$ cat src/rtl/nor_gate_pkg.sv
// Shared constants and the NOR helper used by the nor_gate_unit slice.
package nor_gate_pkg;

    localparam int DEF_WIDTH = 1;
    localparam int DEF_CNT_W = 16;
    // Widest operand the helper accepts; callers zero-extend into it.
    localparam int NOR_MAX_W = 256;

    function automatic logic [NOR_MAX_W-1:0] nor_vec(
        input logic [NOR_MAX_W-1:0] a,
        input logic [NOR_MAX_W-1:0] b
    );
        return ~(a | b);
    endfunction

endpackage

$ cat src/rtl/sat_counter.sv
// Saturating up-counter with synchronous clear (clear wins) and async active-low reset.
module sat_counter #(
    parameter int CNT_W = 16
) (
    input  logic             clk,
    input  logic             rst_n,
    input  logic             inc,
    input  logic             clr,
    output logic [CNT_W-1:0] count
);

    logic [CNT_W-1:0] r_count;

    always_ff @(posedge clk or negedge rst_n) begin
        if (!rst_n) begin
            r_count <= '0;
        end else if (clr) begin
            r_count <= '0;
        end else if (inc && (r_count != {CNT_W{1'b1}})) begin
            r_count <= r_count + CNT_W'(1);
        end
    end

    assign count = r_count;

endmodule

$ cat src/rtl/nor_gate_unit.sv
// Bitwise NOR leaf cell: pure combinational output plus a registered copy
// with valid flag and a saturating count of all-ones results.
module nor_gate_unit
    import nor_gate_pkg::*;
#(
    parameter int WIDTH = DEF_WIDTH,
    parameter int CNT_W = DEF_CNT_W
) (
    input  logic             clk,
    input  logic             rst_n,
    input  logic [WIDTH-1:0] a,
    input  logic [WIDTH-1:0] b,
    output logic [WIDTH-1:0] c,
    input  logic             in_valid,
    output logic [WIDTH-1:0] c_q,
    output logic             out_valid,
    output logic [CNT_W-1:0] hi_count,
    input  logic             clr_count
);

    logic [NOR_MAX_W-1:0] w_nor_full;
    logic [WIDTH-1:0]     w_nor;
    logic                 w_all_ones;
    logic                 w_hi_inc;
    logic [WIDTH-1:0]     r_c_q;
    logic                 r_out_valid;

    // Zero-extended operands make the upper result bits all ones, so the
    // full-width AND reduction equals the all-ones test on the WIDTH bits.
    assign w_nor_full = nor_vec(NOR_MAX_W'(a), NOR_MAX_W'(b));
    assign w_nor      = w_nor_full[WIDTH-1:0];
    assign w_all_ones = &w_nor_full;
    assign w_hi_inc   = in_valid & w_all_ones;

    assign c = w_nor;

    always_ff @(posedge clk or negedge rst_n) begin
        if (!rst_n) begin
            r_c_q       <= '0;
            r_out_valid <= 1'b0;
        end else begin
            r_out_valid <= in_valid;
            if (in_valid) begin
                r_c_q <= w_nor;
            end
        end
    end

    assign c_q       = r_c_q;
    assign out_valid = r_out_valid;

    sat_counter #(
        .CNT_W(CNT_W)
    ) u_hi_cnt (
        .clk  (clk),
        .rst_n(rst_n),
        .inc  (w_hi_inc),
        .clr  (clr_count),
        .count(hi_count)
    );

endmodule

$ cat config.mk
export PLATFORM = sky130hd
export DESIGN_NAME = nor_gate_unit
export DESIGN_NICKNAME = d
export VERILOG_FILES = /design/src/rtl/nor_gate_pkg.sv /design/src/rtl/sat_counter.sv /design/src/rtl/nor_gate_unit.sv
export SDC_FILE = /design/constraint.sdc
export NUM_CORES = 1
export LEC_CHECK = 0
export ABC_AREA = 1
export BUFFER_PORTS_ARGS = -buffer_cell sky130_fd_sc_hd__buf_2
export CAP_MARGIN = 30
export CORE_MARGIN = 2
export CORE_UTILIZATION = 59
export CTS_BUF_LIST = sky130_fd_sc_hd__clkbuf_8
export CTS_CLUSTER_SIZE = 25
export DETAILED_ROUTE_END_ITERATION = 6
export HOLD_SLACK_MARGIN = 0.12
export PLACE_DENSITY = 0.9
export SLEW_MARGIN = 20
export SYNTH_ARGS = -nofsm -noshare
export SYNTH_HDL_FRONTEND = slang
export SYNTH_SLANG_ARGS = --single-unit
$ cat constraint.sdc
create_clock -name clk -period 3 [get_ports clk]
set_clock_uncertainty 0.1 [all_clocks]
set_input_delay 0.3 -clock clk [delete_from_list [all_inputs] [get_ports clk]]
set_output_delay 0.3 -clock clk [all_outputs]
set_load 0.02 [all_outputs]
# Word level (Yosys, flattened, before mapping)
# Cells that the tools add are included.
dict set report word_totals {
  regBits 18
  in_bits 6
  output_inout_bits 19
}
dict set report op_classes {
  add_sub_neg 1
  eq_ne 1
  muxes 2
  n_bitwise 3
  reduce_logical 3
}
# op count
set ops {}
lappend ops {{inverter 1 -> 256 bit} 1}
lappend ops {{AND reduction 256 bit} 1}
lappend ops {{two-way mux 16 bit} 2}
lappend ops {{adder 16 x 1 -> 16 bit (second input constant)} 1}
lappend ops {{!= test 16 bit (second input constant)} 1}
lappend ops {{nonzero test 2 bit} 1}
lappend ops {{AND 1 bit} 1}
lappend ops {{logical AND 1 bit} 1}
lappend ops {{OR 1 bit} 1}

# Longest topological paths before layout
dict set report logic_depth {
  word_depth 7
  ltp_mapped 10
  mapped_depth_nobuf 9
}

# Modules after synthesis
# From an unflattened synthesis, not the netlist that was laid out.
dict set report hier_totals {
  cells_unflattened 152
  area_unflattened_um2 1112.3
}
# module instances cells_per_inst area_each_um2 seq_area_each_um2
set modules_own_cells {}
lappend modules_own_cells {sat_counter 1 144 1037.2 400.4}
lappend modules_own_cells {nor_gate_unit 1 8 75.1 50.0}

# Least setup slack after synthesis
# Ideal clock, no wire load.
dict set report synth_timing {
  path_type {register to register}
  startpoint {reg u_hi_cnt.r_count[1] (netlist: u_hi_cnt.count[1])}
  endpoint {reg u_hi_cnt.r_count[13] (netlist: u_hi_cnt.count[13])}
  arrival_time_ps 1522
  t_required_ps 2782
  slack_ps 1261
  path_stages_with_launch 10
  path_cell_list {dfrtp_1 ha_1 nand2_1 nor2_2 nand2_2 nor2_2 nor2_1 buf_2 nand4_1 nand2_1}
}
dict set report synth_via {
  elab_chain_len 3
  elab_cells_between_ends 6
}
# item line
set synth_rtl {}
lappend synth_rtl {{start, declared} sat_counter.sv:12} ;# logic [CNT_W-1:0] r_count;
lappend synth_rtl {{start signal, assigned} sat_counter.sv:20} ;# r_count <= r_count + CNT_W'(1);
lappend synth_rtl {{adder 16 x 1 -> 16 bit or != test 16 bit (tied branches)} {sat_counter.sv:20, sat_counter.sv:19}}
lappend synth_rtl {{two-way mux 16 bit or logical AND 1 bit (tied branches)} sat_counter.sv:19} ;# end else if (inc && (r_count != {CNT_W{1'b1}})) begin
lappend synth_rtl {{two-way mux 16 bit or nonzero test 2 bit (tied branches)} n/a}
# Several ways; a longest one is shown, not always the timed one. The select of a mux whose other input is x is not followed.
# A chain may end at the register's enable or synchronous reset.

# Worst setup path in the final report
dict set report layout_timing {
  startpoint {reg u_hi_cnt.r_count[0] (netlist: u_hi_cnt.count[0])}
  endpoint {reg u_hi_cnt.r_count[13] (netlist: u_hi_cnt.count[13])}
}
# Same word-level chain as after synthesis.

==> summary.txt <==
Pwr
  – Internal power: 0.000346 W
  – Combinational Power Share: 0.082
  – Sw Share: 0.234
  – Seq pwr share: 0.551
  – PwrDens: about 360 mW/mm^2
  – Switching power: 0.000106 W
  – Clock power frac: 0.367
  – Pleak: 0.668 nW
  – Total power: 0.000451 W
  – Peak VDD IR: between 0.2 and 0.3 mV

STA
  – Worst slew pin tran: 0.886 ns
  – Final hold violations: 0
  – Max Slew Vio Count: 0
  – Min cycle time layout: 2.09 ns
  – Tcrit/Tclk final: 0.698
  – Final Worst Setup Slack: 0.906 ns
  – RSZ-0062 raised after global routing: no
  – # setup viols final: 0
  – Fmax achieved: 478 MHz
  – Setup TNS: 0 ns
  – WHS: 0.236 ns
  – Worst relative slew slack: 0.407

Flow run
  – # Max-Cap Violations: 0

Critical path
  – Slowest CP cell: nor2_1
  – Crit path cell chain: ha_1 > nand2_1 > nor2_2 > nand2_2 > nor2_2 > nor2_1 > nand4_1 > nand2_1
  – Data required, critical path: 3.09 ns
  – Worst Path Class, Setup: reg2reg
  – CP peak stage delay: 0.67 ns
  – Startpoint Class: flop
  – Buffer and inverter count on the worst path: 0
  – Arrival @ worst endpoint: 2.18 ns
  – Worst path top cell family by delay: simple AND/OR/NAND/NOR gates
  – Worst-path maximum fanout: 14
  – Crit end category: flop
  – R2r setup slk: slightly above 0.9 ns

Clock tree
  – Clk sink count: 18
  – Postcts setup bufs: 0
  – Clk slew on worst S/H paths: around 0.070 ns
  – Longest Clk Path Bufs: 2
  – Clock root cell: clkbuf_8
  – Htree depth: 1
  – TritonCTS Buffers: 3
  – TritonCTS clock tree: done
  – Clk Latency, worst-skew pair: 0.25 ns

Synthesis
  – Synthesized instance count: 153
  – Count of cell types in the netlist: 19
  – #FFs+latches synth: 18
  – Post-synthesis cell area: about 0.0011 sq mm
  – Post-synthesis area per instance: roughly 7 sq um
  – Sequential area share after synthesis: 0.419
  – Yosys warning total: 0
  – Post-Syn Nets: 160

Placement
  – DPL Wire Length: about 1800 um
  – GPL Wtd Cong: 0.885
  – # port buffers: 24
  – Pre-CTS setup slack: 0.965 ns

Final layout
  – Filler cell count: 141
  – # diodes: 0
  – Share of cells above drive strength 1: 0.190
  – Area Growth Syn to Fin: 17.9%
  – Core Util, Final: 0.735
  – Nets: 188

Die
  – Die height: 46.7 um
  – Die area: roughly 0.0022 sq mm
  – Core Box Area: approximately 0.0017 sq mm
  – Initial Util: 0.623
  – Die width: 46.7 um
  – I/O Pins: 25
  – Core Rows: 15

Detailed routing
  – DR DRC count: 0
  – Final ANT Viol Nets: 0
  – TritonRoute pass-1 iters: 4
  – DR vias/cell: approximately 5.4
  – Post-Route WL: 2480 um
  – DR vias: 1109
  – 1st-iter DRT viols: 37
  – Routed wire length per instance: 12.2 um

GRT
  – Largest net degree at the start of global routing: 19
  – GRT Util Overall: 0.260
  – Vias in the first global route: approximately 960
  – First-pass GRT wire length: about 4100 um
  – Total grt overflow: 0
  – Initial antenna violation count: 0

Outcome
  – Outcome: finished clean

Min path
  – Hold WC Path Type: in2reg
==> cell type report <==
type	instances	area, sq um	share of cell area
inverter	15	56.3	0.0444
clock buffer	3	41.3	0.0325
sequential	18	450	0.355
multi-input combinational	117	549	0.433
timing repair buffer	26	140	0.110
tap	25	31.3	0.0247
==> per-layer routing <==
layer / GRT usage / wire length, um / up-vias
met1: 0.354 / 1110 / 514
met4: 0.106 / 55 / 0
met5: 0 / 0 / -
li1: - / - / 546
met2: 0.414 / 1160 / 40
met3: 0.0392 / 153 / 9
==> cell usage in the layout, fill, tap and decap left out <==
cell           synthesis  layout
nand2_1               55      55
buf_2                  1      24
dfrtp_1               18      18
nor2_1                17      17
nand3_1               15      15
inv_1                 14      14
nand4_1               11      11
xor2_1                 4       4
nor2_2                 3       3
o21ai_0                3       3
o21bai_1               3       3
clkbuf_8               0       3
a21oi_1                2       2
dlygate4sd3_1          0       2
nand2_2                1       1
o21ai_2                1       1
inv_2                  1       1
or2_2                  1       1
ha_1                   1       1
==> final timing paths <==
kind | from | depth (start not counted) | endpoint
max reg2reg | u_hi_cnt.count[0] | 8 | u_hi_cnt.count[13]
max | u_hi_cnt.count[0] | 8 | u_hi_cnt.count[13]
min | clr_count | 4 | u_hi_cnt.count[4]
min in group asynchronous | rst_n | 2 | u_hi_cnt.count[9]
min reg2reg | c_q | 2 | c_q
max in group asynchronous | rst_n | 2 | u_hi_cnt.count[2]
==> synth_stat cells, drive strengths merged <==
cell | number | area share
a21oi | 2 | 0.0093
buf | 3 | 0.019
dfrtp | 18 | 0.42
ha | 1 | 0.012
inv | 15 | 0.052
nand2 | 56 | 0.20
nand3 | 15 | 0.070
nand4 | 11 | 0.064
nor2 | 20 | 0.077
o21ai | 4 | 0.022
o21bai | 3 | 0.021
or2 | 1 | 0.0058
xor2 | 4 | 0.033
==> tightest hold or removal path, stage by stage <==
cell	delay [ns]
buf_2	0.10
nor2_1	0.04
nand2_1	0.06
nand2_1	0.05
==> registers in the layout, indices dropped and copies added, names as in the netlist <==
register and cells:
u_hi_cnt.count 16, c_q 1, out_valid 1
==> power groups by stage <==
stage          clock, W  sequential (W)  combinational [W]
6_report       0.000166        0.000249          0.0000370
5_1_grt        0.000177        0.000249          0.0000412
4_1_cts        0.000166        0.000249          0.0000369
3_5_place_dp          0        0.000253          0.0000349
3_3_place_gp          0        0.000253          0.0000337
2_1_floorplan         0        0.000257          0.0000162
==> cells by family after synthesis <==
| family | synth area share |
|---|---|
| AOI/OAI and AO/OA | 0.0523 |
| xor gates and xnor gates | 0.0326 |
| DFF | 0.419 |
| buffers and inverters | 0.0709 |
| and+or+nand+nor | 0.414 |
| adders and majority gates | 0.0116 |
==> what timing repair did <==
item                                   CTS  global route
resized for setup                        0             0
endpoints found under the hold margin   19             0
hold buffers                             2             0
==> metrics by stage <==
step                area (sq um)  instances
finish                      1270        204
global route                1270        204
CTS                         1270        204
detailed placement          1210        199
global placement            1210        199
floorplan                   1080        153
No activity file was read; power rests on OpenSTA's default activity.
